File: src/rtl/apb_bridge_if.sv
// apb_bridge_if: groups the host request/response signals and the APB
// master-side bus of apb_bridge into one bundle.
//   master modport : the bridge (drives host response and APB request side)
//   slave modport  : everything around it (host and APB slaves)
// Host side : req, wr, addr, wdata -> bridge; busy, ack, err, rdata <- bridge
// APB side  : paddr, pwrite, psel, penable, pwdata <- bridge;
//             prdata (pre-ORed), pready, pslverr -> bridge
interface apb_bridge_if #(
    parameter int NSLV = 4,
    parameter int AW   = 16
);
    logic            req;
    logic            wr;
    logic [AW-1:0]   addr;
    logic [31:0]     wdata;
    logic            busy;
    logic            ack;
    logic            err;
    logic [31:0]     rdata;

    logic [AW-1:0]   paddr;
    logic            pwrite;
    logic [NSLV-1:0] psel;
    logic            penable;
    logic [31:0]     pwdata;
    logic [31:0]     prdata;
    logic [NSLV-1:0] pready;
    logic [NSLV-1:0] pslverr;

    modport master (
        input  req, wr, addr, wdata, prdata, pready, pslverr,
        output busy, ack, err, rdata, paddr, pwrite, psel, penable, pwdata
    );

    modport slave (
        output req, wr, addr, wdata, prdata, pready, pslverr,
        input  busy, ack, err, rdata, paddr, pwrite, psel, penable, pwdata
    );
endinterface

File: src/rtl/apb_bridge.sv
// apb_bridge: single-outstanding host-to-APB master bridge.
// A one-cycle host request is decoded to one of NSLV slaves using
// addr[SLV_LSB +: 4], run as an APB SETUP/ACCESS transfer, and completed
// with a one-cycle ack carrying err/rdata. Out-of-range slave indices
// complete immediately with err=1 and no APB cycle. ACCESS phases longer
// than TIMEOUT cycles are aborted with err=1 (TIMEOUT=0 waits forever).
// Ports:
//   pclk    : clock, rising edge
//   reset_n : asynchronous active-low reset
//   bus     : apb_bridge_if.master (host request/response + APB master bus)
module apb_bridge #(
    parameter int NSLV    = 4,
    parameter int AW      = 16,
    parameter int SLV_LSB = 8,
    parameter int TIMEOUT = 16
) (
    input  logic          pclk,
    input  logic          reset_n,
    apb_bridge_if.master  bus
);
    typedef enum logic [1:0] {IDLE, SETUP, ACCESS, RESP} state_t;

    localparam int             CW     = (TIMEOUT > 0) ? $clog2(TIMEOUT + 1) : 1;
    localparam logic [CW-1:0]  TO_VAL = CW'(TIMEOUT);
    localparam logic [4:0]     NSLV_W = 5'(NSLV);

    state_t          state_reg, state_next;
    logic [3:0]      idx_reg, idx_next;
    logic [AW-1:0]   paddr_reg, paddr_next;
    logic            pwrite_reg, pwrite_next;
    logic [31:0]     pwdata_reg, pwdata_next;
    logic [31:0]     rdata_reg, rdata_next;
    logic            err_reg, err_next;
    logic [CW-1:0]   cnt_reg, cnt_next;

    logic [3:0]      req_idx;
    logic [NSLV-1:0] idx_onehot;
    logic            sel_active;
    logic            pready_sel;
    logic            pslverr_sel;
    logic [CW-1:0]   cnt_inc;
    logic            timeout_hit;

    assign req_idx = bus.addr[SLV_LSB +: 4];

    // Decoded slave index; reused both to drive psel and to pick out the
    // selected slave's pready/pslverr so other slaves' bits are masked off.
    generate
        for (genvar gi = 0; gi < NSLV; gi++) begin : g_dec
            assign idx_onehot[gi] = (idx_reg == 4'(gi));
        end
    endgenerate

    assign sel_active  = (state_reg == SETUP) || (state_reg == ACCESS);
    assign pready_sel  = |(bus.pready & idx_onehot);
    assign pslverr_sel = |(bus.pslverr & idx_onehot);
    assign cnt_inc     = cnt_reg + 1'b1;
    assign timeout_hit = (TIMEOUT != 0) && (cnt_inc == TO_VAL);

    // Bus controls decode straight from the state register so that an
    // asynchronous reset removes psel/penable without waiting for a clock.
    assign bus.psel    = sel_active ? idx_onehot : '0;
    assign bus.penable = (state_reg == ACCESS);
    assign bus.busy    = (state_reg != IDLE);
    assign bus.ack     = (state_reg == RESP);
    assign bus.err     = err_reg;
    assign bus.rdata   = rdata_reg;
    assign bus.paddr   = paddr_reg;
    assign bus.pwrite  = pwrite_reg;
    assign bus.pwdata  = pwdata_reg;

    always_ff @(posedge pclk or negedge reset_n) begin
        if (!reset_n) begin
            state_reg  <= IDLE;
            idx_reg    <= '0;
            paddr_reg  <= '0;
            pwrite_reg <= 1'b0;
            pwdata_reg <= '0;
            rdata_reg  <= '0;
            err_reg    <= 1'b0;
            cnt_reg    <= '0;
        end else begin
            state_reg  <= state_next;
            idx_reg    <= idx_next;
            paddr_reg  <= paddr_next;
            pwrite_reg <= pwrite_next;
            pwdata_reg <= pwdata_next;
            rdata_reg  <= rdata_next;
            err_reg    <= err_next;
            cnt_reg    <= cnt_next;
        end
    end

    always_comb begin
        state_next  = state_reg;
        idx_next    = idx_reg;
        paddr_next  = paddr_reg;
        pwrite_next = pwrite_reg;
        pwdata_next = pwdata_reg;
        rdata_next  = rdata_reg;
        err_next    = err_reg;
        cnt_next    = cnt_reg;
        case (state_reg)
            IDLE: begin
                if (bus.req) begin
                    paddr_next  = bus.addr;
                    pwrite_next = bus.wr;
                    pwdata_next = bus.wr ? bus.wdata : 32'h0;
                    idx_next    = req_idx;
                    if ({1'b0, req_idx} < NSLV_W) begin
                        state_next = SETUP;
                    end else begin
                        // Decode error: answer without touching the APB bus.
                        err_next   = 1'b1;
                        rdata_next = 32'h0;
                        state_next = RESP;
                    end
                end
            end
            SETUP: begin
                cnt_next   = '0;
                state_next = ACCESS;
            end
            ACCESS: begin
                if (pready_sel) begin
                    rdata_next = pwrite_reg ? 32'h0 : bus.prdata;
                    err_next   = pslverr_sel;
                    state_next = RESP;
                end else begin
                    cnt_next = cnt_inc;
                    if (timeout_hit) begin
                        err_next   = 1'b1;
                        rdata_next = 32'h0;
                        state_next = RESP;
                    end
                end
            end
            RESP: begin
                state_next = IDLE;
            end
            default: begin
                state_next = IDLE;
            end
        endcase
    end
endmodule

File: src/flat_wrapper.sv
// flat-port wrapper written by rule: the top's interface ports become plain ports
module apb_bridge_flat 
#(
    parameter int NSLV    = 4,
    parameter int AW      = 16,
    parameter int SLV_LSB = 8,
    parameter int TIMEOUT = 16
)
  (pclk, reset_n, bus_req, bus_wr, bus_addr, bus_wdata, bus_prdata, bus_pready, bus_pslverr, bus_busy, bus_ack, bus_err, bus_rdata, bus_paddr, bus_pwrite, bus_psel, bus_penable, bus_pwdata);
  apb_bridge_if #(.NSLV(NSLV), .AW(AW)) bus_i ();
  input  logic pclk;
  input  logic reset_n;
  input wire logic [$bits(bus_i.req)-1:0] bus_req;
  input wire logic [$bits(bus_i.wr)-1:0] bus_wr;
  input wire logic [$bits(bus_i.addr)-1:0] bus_addr;
  input wire logic [$bits(bus_i.wdata)-1:0] bus_wdata;
  input wire logic [$bits(bus_i.prdata)-1:0] bus_prdata;
  input wire logic [$bits(bus_i.pready)-1:0] bus_pready;
  input wire logic [$bits(bus_i.pslverr)-1:0] bus_pslverr;
  output wire logic [$bits(bus_i.busy)-1:0] bus_busy;
  output wire logic [$bits(bus_i.ack)-1:0] bus_ack;
  output wire logic [$bits(bus_i.err)-1:0] bus_err;
  output wire logic [$bits(bus_i.rdata)-1:0] bus_rdata;
  output wire logic [$bits(bus_i.paddr)-1:0] bus_paddr;
  output wire logic [$bits(bus_i.pwrite)-1:0] bus_pwrite;
  output wire logic [$bits(bus_i.psel)-1:0] bus_psel;
  output wire logic [$bits(bus_i.penable)-1:0] bus_penable;
  output wire logic [$bits(bus_i.pwdata)-1:0] bus_pwdata;
  assign bus_i.req = bus_req;
  assign bus_i.wr = bus_wr;
  assign bus_i.addr = bus_addr;
  assign bus_i.wdata = bus_wdata;
  assign bus_i.prdata = bus_prdata;
  assign bus_i.pready = bus_pready;
  assign bus_i.pslverr = bus_pslverr;
  assign bus_busy = bus_i.busy;
  assign bus_ack = bus_i.ack;
  assign bus_err = bus_i.err;
  assign bus_rdata = bus_i.rdata;
  assign bus_paddr = bus_i.paddr;
  assign bus_pwrite = bus_i.pwrite;
  assign bus_psel = bus_i.psel;
  assign bus_penable = bus_i.penable;
  assign bus_pwdata = bus_i.pwdata;
  apb_bridge #(.NSLV(NSLV), .AW(AW), .SLV_LSB(SLV_LSB), .TIMEOUT(TIMEOUT)) u_core (.pclk(pclk), .reset_n(reset_n), .bus(bus_i));
endmodule
File: config.mk
export PLATFORM = sky130hd
export DESIGN_NAME = apb_bridge_flat
export DESIGN_NICKNAME = d
export VERILOG_FILES = /design/src/rtl/apb_bridge_if.sv /design/src/rtl/apb_bridge.sv /design/src/flat_wrapper.sv
export SDC_FILE = /design/constraint.sdc
export NUM_CORES = 1
export LEC_CHECK = 0
export ABC_AREA = 1
export BUFFER_PORTS_ARGS = -buffer_cell sky130_fd_sc_hd__buf_2
export CAP_MARGIN = 20
export CORE_ASPECT_RATIO = 1.25
export CORE_UTILIZATION = 50
export DETAILED_ROUTE_END_ITERATION = 16
export PLACE_DENSITY_LB_ADDON = 0.25
export SYNTH_ARGS = -nofsm -noshare
export SYNTH_HDL_FRONTEND = slang
export SYNTH_SLANG_ARGS = --single-unit
export TNS_END_PERCENT = 5
File: constraint.sdc
create_clock -name pclk -period 4 [get_ports pclk]
set_clock_uncertainty 0.2 [all_clocks]
set_input_delay 0.8 -clock pclk [delete_from_list [all_inputs] [get_ports pclk]]
set_output_delay 0.8 -clock pclk [all_outputs]
set_load 0.05 [all_outputs]
==> results.json, run 1 <==
{
  "drtIter0Drc": 206,
  "drt_pass1_iterations": 4,
  "avgSynthCellArea_um2": 7.97,
  "drv_slew": 0,
  "crit_chain": "nor2_1 -> nand3_1 -> nand2_1 -> nor2_4 -> buf_4 -> nand3_4 -> nand3_4 -> nand2_1 -> nand2_1",
  "diodes": 0,
  "io_buffers": 180,
  "yosysTopAreaCell": "dfrtp_1",
  "die_width_um": 83.3,
  "hold_class": "register to register",
  "switching_share_pct": 56.4,
  "multi_input_area_mm2": 0.00169,
  "synth_cell_types": 19,
  "wl_met3_um": 705,
  "synthFlopType": "dfrtp_1",
  "ir_drop_v": 0.000566,
  "grt_pass1_wl_um": 17000,
  "critical_path.slowest_cell": "nor2_1",
  "worstPathRequired_ps": 4050,
  "num_vias": 3960,
  "synth_top_area_share_pct": 53.9,
  "cts_resized": 0,
  "grt_overflow": 0,
  "rsz0062_at_grt": "no",
  "status": "completed",
  "ys_ff_latch": 89,
  "p_int_uw": 2130,
  "die_h_um": 104,
  "avgViaCountPerCell": 5.04,
  "setup_viol": 0,
  "area_delta_synth_final_pct": 27.2,
  "globalplace.congestion": 0.830,
  "crit_family": "simple AND/OR/NAND/NOR gates",
  "tritoncts": "done",
  "drive_gt1_share_pct": 30.1,
  "ios": 181,
  "ctsHoldBuffers": 0,
  "yosys_warnings": 0,
  "comb_power_share_pct": 57.7,
  "hold_ws_ps": 271,
  "synth_nets": 617,
  "cts_buffer_depth": 2,
  "cts_max_level": 3,
  "power_leakage_uw": 0.00301,
  "syn_area_mm2": 0.00413,
  "slowest_delay_ps": 490,
  "cpMostUsedCell": "nand2_1",
  "drc": 0,
  "seq_area_mm2": 0.00223,
  "grt_max_degree": 80,
  "hpwl_um": 6870,
  "root_buffer": "clkbuf_8",
  "end_kind": "register",
  "fin_nets": 783,
  "fill_cells": 709,
  "powerDensity_mw_per_mm2": 927,
  "antenna_left": 0,
  "post-route-util_pct": 66.7,
  "tightest_slew_ps": 907,
  "place_area_mm2": 0.00505,
  "slew_headroom_pct": 39.5,
  "dieArea_mm2": 0.00864,
  "p_clk_share_pct": 12.5,
  "wl_per_cell_um": 12.8,
  "postSynthCellCount": 519,
  "rows": 36,
  "drt_wl_total_um": 10000,
  "tns_ps": 0,
  "grt_antenna_before_repair": 0,
  "synth_area_leaders": "dfrtp_1 (54%), nand2_1 (21%), nand4_1 (5.3%)",
  "async_flop_share_pct": 100,
  "period_share_pct": 70.2,
  "synth_edf_count": 0,
  "core_area_mm2": 0.00788,
  "numCtsBuffers": 9,
  "synth-seq-area-share_pct": 53.9,
  "start_util_pct": 52.4,
  "hold_viol": 0,
  "worst-path-buf-inv": 1,
  "highest-signal-layer": "met4",
  "post_cts_buffers": 0,
  "grt_usage_pct": 24.3,
  "switchingPower_uw": 2750,
  "path_max_fanout": 35,
  "path_class": "register to register",
  "crit_path_start_kind": "register",
  "grt_pass1_vias": 3839,
  "path_clk_slew_ps": 80,
  "cts.sinks": 89,
  "crit_arrival_ps": 2860,
  "wl_met2_um": 4730,
  "finalInstanceArea_mm2": 0.00526,
  "yosysMostFrequentCell": "nand2_1",
  "clk_latency_ps": 360,
  "wl_met1_um": 4360,
  "fmaxAchievable_mhz": 356,
  "synth.cells.most_frequent": "nand2_1 (236), dfrtp_1 (89), nor2_1 (45)",
  "drv_cap": 0,
  "seq_power_share_pct": 29.7,
  "timing.final.crit_period_ps": 2810
}
==> cells by family (layout without fill, tap and decap cells) <==
family	count (synthesis)	count (layout)	share of synthesized area (%)
compound gates	42	42	5.18
fa+ha+maj	6	6	1.82
buf+inv	48	219	5.36
flops	89	89	53.9
simple gates	334	334	33.8
==> final cells by class <==
| type | instances | area share, % |
|---|---|---|
| sequential | 89 | 42.4 |
| multi-input combinational | 382 | 32.2 |
| timing repair buffer | 187 | 18.3 |
| clock buffer | 10 | 2.43 |
| tap | 95 | 2.26 |
| clock inverter | 6 | 1.26 |
| inverter | 16 | 1.14 |
==> worst paths after layout <==
kind,from,to,slack [ps],cells after the start
setup reg to reg,u_core.bus.paddr[11]$_DFFE_PN0P_,u_core.bus.rdata[30]$_DFFE_PN0P_,1190,9
min in group asynchronous,reset_n,u_core.bus.rdata[10]$_DFFE_PN0P_,380,1
max in group asynchronous,reset_n,u_core.bus.pwdata[0]$_DFFE_PN0P_,2510,2
setup / recovery,u_core.bus.paddr[11]$_DFFE_PN0P_,u_core.bus.rdata[30]$_DFFE_PN0P_,1190,9
hold reg to reg,u_core.bus.rdata[29]$_DFFE_PN0P_,u_core.bus.rdata[29]$_DFFE_PN0P_,270,2
hold / removal,u_core.bus.rdata[29]$_DFFE_PN0P_,u_core.bus.rdata[29]$_DFFE_PN0P_,270,2
==> stage by stage <==
step                      setup WS [ps]  total power (uW)  instances
after floorplan                     711              3670        519
after global placement             1250              4210        768
after detailed placement           1160              4270        768
after CTS                          1190              4900        784
after global routing                911              5190        785
final                              1190              4870        785
==> routing by layer <==
layer / vias to the layer above / track usage, %
li1: 1992 / -
met5: - / 0
met4: 0 / 11.2
met3: 21 / 5.82
met1: 1784 / 29.1
met2: 163 / 41.1
==> power groups by stage <==
| stage | logic [uW] | clock network, uW | registers [uW] |
|---|---|---|---|
| 5_1_grt | 3040 | 663 | 1490 |
| 3_5_place_dp | 2820 | 0 | 1460 |
| 4_1_cts | 2820 | 631 | 1450 |
| 6_report | 2810 | 610 | 1450 |
| 3_3_place_gp | 2760 | 0 | 1450 |
| 2_1_floorplan | 1130 | 0 | 2540 |
==> worst min-delay path: cells and delay by family, from the launching register on <==
family | cells | cell delay, ps
AND/OR/NAND/NOR | 2 | 100
flip-flops | 1 | 340
==> layout by cell type, fill, tap and decap left out <==
| cell | instances |
|---|---|
| nand2_1 | 235 |
| buf_2 | 179 |
| dfrtp_1 | 89 |
| nor2_1 | 44 |
| o21ai_0 | 38 |
| nand4_1 | 35 |
| inv_1 | 15 |
| nand3_1 | 14 |
| clkbuf_8 | 9 |
| buf_4 | 7 |
| ha_1 | 6 |
| clkinvlp_4 | 3 |
| nand3_4 | 2 |
| nor4_1 | 1 |
| nand2_2 | 1 |
| clkinv_1 | 1 |
| nor2_4 | 1 |
| o21ai_2 | 1 |
| nor2_2 | 1 |
| a21oi_1 | 1 |
| o22ai_1 | 1 |
| o31ai_1 | 1 |
| bufinv_16 | 1 |
| inv_6 | 1 |
| clkbuf_1 | 1 |
| clkinv_2 | 1 |
| buf_8 | 1 |
Note: power is estimated with default switching activity, not from simulation.
==> run 2, diff against run 1 <==
- ABC_AREA: 1 -> 0
- CORE_UTILIZATION: 50 -> 46
- clock period: 4 -> 2.8 ns (I/O delays scaled with it)
==> run 2 against run 1 <==
Register-to-register slack worse by 560 ps. Combinational power up 22%. Synthesized cell count down 38%. Critical path depth down 4. Non-clock buffer count down 2. Largest power group unchanged. Count of clock-buffer cells in the layout unchanged. Final cell count down 24%. Hold slack worse by 260 ps. Critical endpoint is now bus_psel[2].
==> results.json, run 2 <==
{
  "period_share_pct": 87.9,
  "die_width_um": 82.1,
  "hold_class": "input pin to async pin",
  "switching_share_pct": 50.0,
  "cts_resized": 0,
  "synth.cells.most_frequent": "dfrtp_1 (89), nand2_1 (73), o21ai_0 (38)",
  "area_delta_synth_final_pct": 33.0,
  "grt_overflow": 0,
  "hold_ws_ps": 7.47,
  "finalInstanceArea_mm2": 0.00490,
  "grt_max_degree": 47,
  "synthSimpleGateAreaFrac_pct": 11.5,
  "seq_area_mm2": 0.00223,
  "crit_arrival_ps": 1700,
  "ios": 181,
  "grt_usage_pct": 20.0,
  "synth_compound_area_share_pct": 15.0,
  "powerDensity_mw_per_mm2": 1340,
  "synth_xor_area_share_pct": 0.475,
  "synth_mux_area_share_pct": 7.06,
  "die_h_um": 102,
  "dieArea_mm2": 0.00838,
  "tritoncts": "done",
  "synth_cell_types": 28,
  "timing.final.crit_period_ps": 2460,
  "mostFrequentLayoutCell": "buf_2",
  "synth-seq-area-share_pct": 60.4,
  "antenna_left": 0,
  "drtIter0Drc": 112,
  "diodes": 0,
  "drive_gt1_share_pct": 45.3,
  "fin_nets": 594,
  "yosys_warnings": 0,
  "io_buffers": 180,
  "yosysTopAreaCell": "dfrtp_1",
  "rsz0062_at_grt": "no",
  "wl_per_cell_um": 13.7,
  "num_vias": 3046,
  "synth_area_leaders": "dfrtp_1 (60%), a22o_1 (7.6%), nand2_1 (7.4%)",
  "slew_headroom_pct": 45.4,
  "status": "completed",
  "post_cts_buffers": 0,
  "tightest_slew_ps": 816,
  "hpwl_um": 5970,
  "grt_antenna_before_repair": 0,
  "grt_pass1_vias": 2825,
  "start_util_pct": 47.3,
  "ir_drop_v": 0.000723,
  "core_area_mm2": 0.00779,
  "drv_slew": 0,
  "globalplace.congestion": 0.821,
  "drc": 0,
  "avgSynthCellArea_um2": 11.5,
  "end_kind": "output port",
  "drt_wl_total_um": 8190,
  "grt_pass1_wl_um": 12700,
  "p_clk_share_pct": 16.1,
  "clk_latency_ps": 340,
  "setup_viol": 0,
  "power_leakage_uw": 0.00268,
  "syn_area_mm2": 0.00369,
  "hold_viol": 0,
  "ys_ff_latch": 89,
  "synth_top_area_share_pct": 60.4,
  "cts_max_level": 3,
  "fill_cells": 673,
  "yosysMostFrequentCell": "dfrtp_1",
  "switchingPower_uw": 3280,
  "synthFlopType": "dfrtp_1",
  "drt_pass1_iterations": 6,
  "layout_common_cells": "buf_2 (179), dfrtp_1 (89), nand2_1 (72), o21ai_0 (38), a22o_1 (32)",
  "rows": 36,
  "reg2reg_slack_ps": 630,
  "numCtsBuffers": 9,
  "synth_top_family_by_area": "compound AO/OA/AOI/OAI gates",
  "ctsHoldBuffers": 0,
  "drv_cap": 0,
  "synth_nets": 418,
  "crit_path_start_kind": "register",
  "path_class": "register to output port",
  "cts_buffer_depth": 2,
  "fmaxAchievable_mhz": 406,
  "path_clk_slew_ps": 80,
  "path_max_fanout": 4,
  "async_flop_share_pct": 100,
  "seq_power_share_pct": 31.8,
  "worstPathRequired_ps": 2040,
  "place_area_mm2": 0.00465,
  "multi_input_area_mm2": 0.00133,
  "avgViaCountPerCell": 5.11,
  "tns_ps": 0,
  "root_buffer": "clkbuf_8",
  "yosys.area_share.adder_pct": 2.04,
  "postSynthCellCount": 320,
  "synth_edf_count": 0,
  "comb_power_share_pct": 52.1,
  "p_int_uw": 3270,
  "cts.sinks": 89
}
## run 2: changes by cell type after synthesis, moves of 3 or more
cell      previous run  this run
buf_4                0         3
inv_1               15         4
clkbuf_1            19        13
nor3_1               0         4
mux2_2               0        18
buf_2                9         0
nand4_1             35         0
nand3_1             14         9
a21oi_1              1         4
a22o_1               0        32
nor2_1              45         6
nand2_1            236        73
## run 2: final timing paths
kind / from / end / cells past startpoint
max: u_core.state_reg[0]$_DFFE_PN0P_ / bus_psel[2] / 5
max in group asynchronous: reset_n / u_core.bus.rdata[13]$_DFFE_PN0P_ / 2
max reg2reg: u_core.state_reg[1]$_DFFE_PN0P_ / u_core.bus.pwdata[1]$_DFFE_PN0P_ / 5
min: reset_n / u_core.bus.paddr[1]$_DFFE_PN0P_ / 1
min reg2reg: u_core.bus.pwdata[21]$_DFFE_PN0P_ / u_core.bus.pwdata[21]$_DFFE_PN0P_ / 2
min in group pclk: bus_prdata[22] / u_core.bus.rdata[22]$_DFFE_PN0P_ / 2
## run 2: area by class of cell
type / instances / area share (%)
Clock buffer: 10 / 2.81
Clock inverter: 6 / 2.32
Inverter: 4 / 0.306
Multi-Input combinational cell: 207 / 27.1
Sequential cell: 89 / 45.4
Tap cell: 95 / 2.42
Timing Repair Buffer: 185 / 19.6
## run 2: per-layer routing
metal | vias to the layer above | global-route usage [%] | part of all wire, %
li1 | 1457 | - | -
met1 | 1441 | 23.9 | 43
met2 | 131 | 32.9 | 47
met3 | 17 | 5.45 | 7.6
met4 | 0 | 9.99 | 2.2
met5 | - | 0 | 0
## run 2: cell families after synthesis
kind of cell | Yosys count
simple gates | 99
flops | 89
compound gates | 78
buf+inv | 24
mux | 22
fa+ha+maj | 6
xor+xnor | 2
## run 2: power groups by stage
stage | registers, uW | clock network (uW) | logic (uW)
floorplan | 3610 | 0 | 1180
global placement | 2080 | 0 | 3380
detailed placement | 2100 | 0 | 3450
CTS | 2090 | 1080 | 3450
global route | 2160 | 1140 | 3640
finish | 2080 | 1050 | 3420
## run 2: metrics by stage
stage               std cells  utilization (%)  worst slack, ps  power (uW)
floorplan                 320                -             70.7        4790
global placement          579             59.5              283        5470
detailed placement        580             59.7              634        5550
CTS                       596             62.9              318        6620
global route              596             62.9              155        6940
finish                    596             62.9              338        6550
## run 2: critical path: stages (launching register included)
cell	delay (ps)
dfrtp_1	420
inv_1	100
ha_1	330
nand2_1	80
nor3_1	140
buf_2	290
==> run 3, diff against run 2 <==
- CORE_UTILIZATION: 46 -> 49
- clock period: 2.8 -> 3 ns (I/O delays scaled with it)
==> run 3 against run 2 <==
Largest cell class unchanged. Wire length fell by 0.76%. Sequential power fell by 7%. Utilization is 2.9 points higher. Via count fell by 2.2%. Power down 11%. Critical endpoint is now bus_psel[0]. Flip-flop and latch count is the same. Clock power is 30% lower. Count of clock-buffer cells in the layout shrank 1. Die area down 6.0%. Sequential share of layout area grew 0.86 points. Critical path type unchanged.
==> results.json, run 3 (same netlist as run 2, synthesis figures left out) <==
{
  "ctsHoldBuffers": 0,
  "clk_latency_ps": 350,
  "wl_met1_um": 3400,
  "post_cts_buffers": 0,
  "fmaxAchievable_mhz": 405,
  "grt_usage_pct": 21.0,
  "power_leakage_uw": 0.00263,
  "reg2reg_slack_ps": 740,
  "fin_nets": 592,
  "antenna_left": 0,
  "multi_input_area_mm2": 0.00133,
  "drv_slew": 0,
  "drive_gt1_share_pct": 45.1,
  "seq_area_mm2": 0.00223,
  "globalplace.congestion": 0.793,
  "rr_worst_depth": 5,
  "post-place-cells": 575,
  "fill_cells": 604,
  "die_width_um": 79.6,
  "highest-signal-layer": "met4",
  "hold_class": "input pin to async pin",
  "timing.final.crit_period_ps": 2470,
  "dieArea_mm2": 0.00788,
  "area_delta_synth_final_pct": 30.5,
  "ir_drop_v": 0.000751,
  "grt_pass1_vias": 2826,
  "wl_per_cell_um": 13.7,
  "core_area_mm2": 0.00731,
  "drt_pass1_iterations": 6,
  "slew_headroom_pct": 54.6,
  "drtIter0Drc": 87,
  "grt_max_degree": 51,
  "crit_arrival_ps": 1670,
  "path_class": "register to output port",
  "io_buffers": 180,
  "numCtsBuffers": 9,
  "start_util_pct": 50.4,
  "tritoncts": "done",
  "rows": 35,
  "die_h_um": 99.0,
  "avgViaCountPerCell": 5.04,
  "crit_path_start_kind": "register",
  "drt_wl_total_um": 8120,
  "cts_resized": 0,
  "grt_overflow": 0,
  "wl_met2_um": 3890,
  "mostFrequentLayoutCell": "buf_2",
  "p_total_uw": 5830,
  "grt_antenna_before_repair": 0,
  "setup_viol": 0,
  "diodes": 0,
  "tightest_slew_ps": 678,
  "cts.sinks": 89,
  "reg2reg_from": "u_core.state_reg[0]$_DFFE_PN0P_",
  "period_share_pct": 82.3,
  "rsz0062_at_grt": "no",
  "hold_viol": 0,
  "hpwl_um": 5960,
  "wl_met3_um": 651,
  "powerDensity_mw_per_mm2": 1210,
  "root_buffer": "clkbuf_8",
  "end_kind": "output port",
  "ios": 181,
  "grt_pass1_wl_um": 12700,
  "layout_common_cells": "buf_2 (179), dfrtp_1 (89), nand2_1 (72), o21ai_0 (38), a22o_1 (32)",
  "cts_buffer_depth": 2,
  "post-route-util_pct": 65.8,
  "path_max_fanout": 4,
  "status": "completed",
  "num_vias": 2980,
  "worstPathRequired_ps": 2200,
  "tns_ps": 0,
  "drc": 0,
  "drv_cap": 0,
  "r2r-end": "u_core.bus.pwdata[1]$_DFFE_PN0P_",
  "path_clk_slew_ps": 90,
  "stdcell_count": 591,
  "cts_max_level": 3
}
==> run 3: cell types whose count changed in the layout (fill, tap and decap cells not counted), sizes merged <==
cell,delta
clkbuf,-1
buf,-2
bufinv,-3
clkinv,+4
==> run 3: worst max-delay path by stage <==
stage | startpoint | to | slack, ps | cells past startpoint
after floorplan | u_core.bus.paddr[11]$_DFFE_PN0P_ | bus_psel[0] | 230 | 3
after global placement | bus_pready[2] | u_core.bus.rdata[26]$_DFFE_PN0P_ | 460 | 6
after detailed placement | u_core.state_reg[0]$_DFFE_PN0P_ | u_core.bus.pwdata[1]$_DFFE_PN0P_ | 710 | 5
after CTS | u_core.state_reg[0]$_DFFE_PN0P_ | bus_psel[0] | 510 | 5
after global routing | u_core.state_reg[0]$_DFFE_PN0P_ | bus_psel[0] | 380 | 5
final | u_core.state_reg[0]$_DFFE_PN0P_ | bus_psel[0] | 530 | 5
==> run 3: metal layers <==
layer	vias up	global-route usage, %
met5	-	0
li1	1457	-
met4	0	10.5
met1	1369	25.7
met2	137	34.6
met3	17	4.81
==> run 3: stage by stage <==
stage / hold slack, ps / setup slack (ps) / cell area [um^2]
CTS: 48.3 / 508 / 4810
global route: 76.1 / 377 / 4810
global placement: 258 / 464 / 4620
finish: 43.2 / 531 / 4810
detailed placement: 266 / 710 / 4630
floorplan: 104 / 231 / 3690
==> run 3: worst max-delay path, cell delays in order, from the launching register on <==
cell and delay, ps:
dfrtp_1 400, inv_1 100, ha_1 320, nand2_1 80
nor3_1 140, buf_2 290
==> run 3: cell type report <==
cell class	count	share of cell area [%]
Sequential cell	89	46.3
Multi-Input combinational cell	207	27.7
Timing Repair Buffer	183	19.7
Clock buffer	9	2.57
Tap cell	92	2.39
Clock inverter	7	1.14
Inverter	4	0.312
==> run 3: report_power, final <==
part	internal [uW]	leakage (uW)	switching (uW)	total [uW]
Clock	306	0.0000858	424	730
Sequential	1650	0.00116	289	1930
Combinational	815	0.00138	2350	3170
Total	2770	0.00263	3070	5830
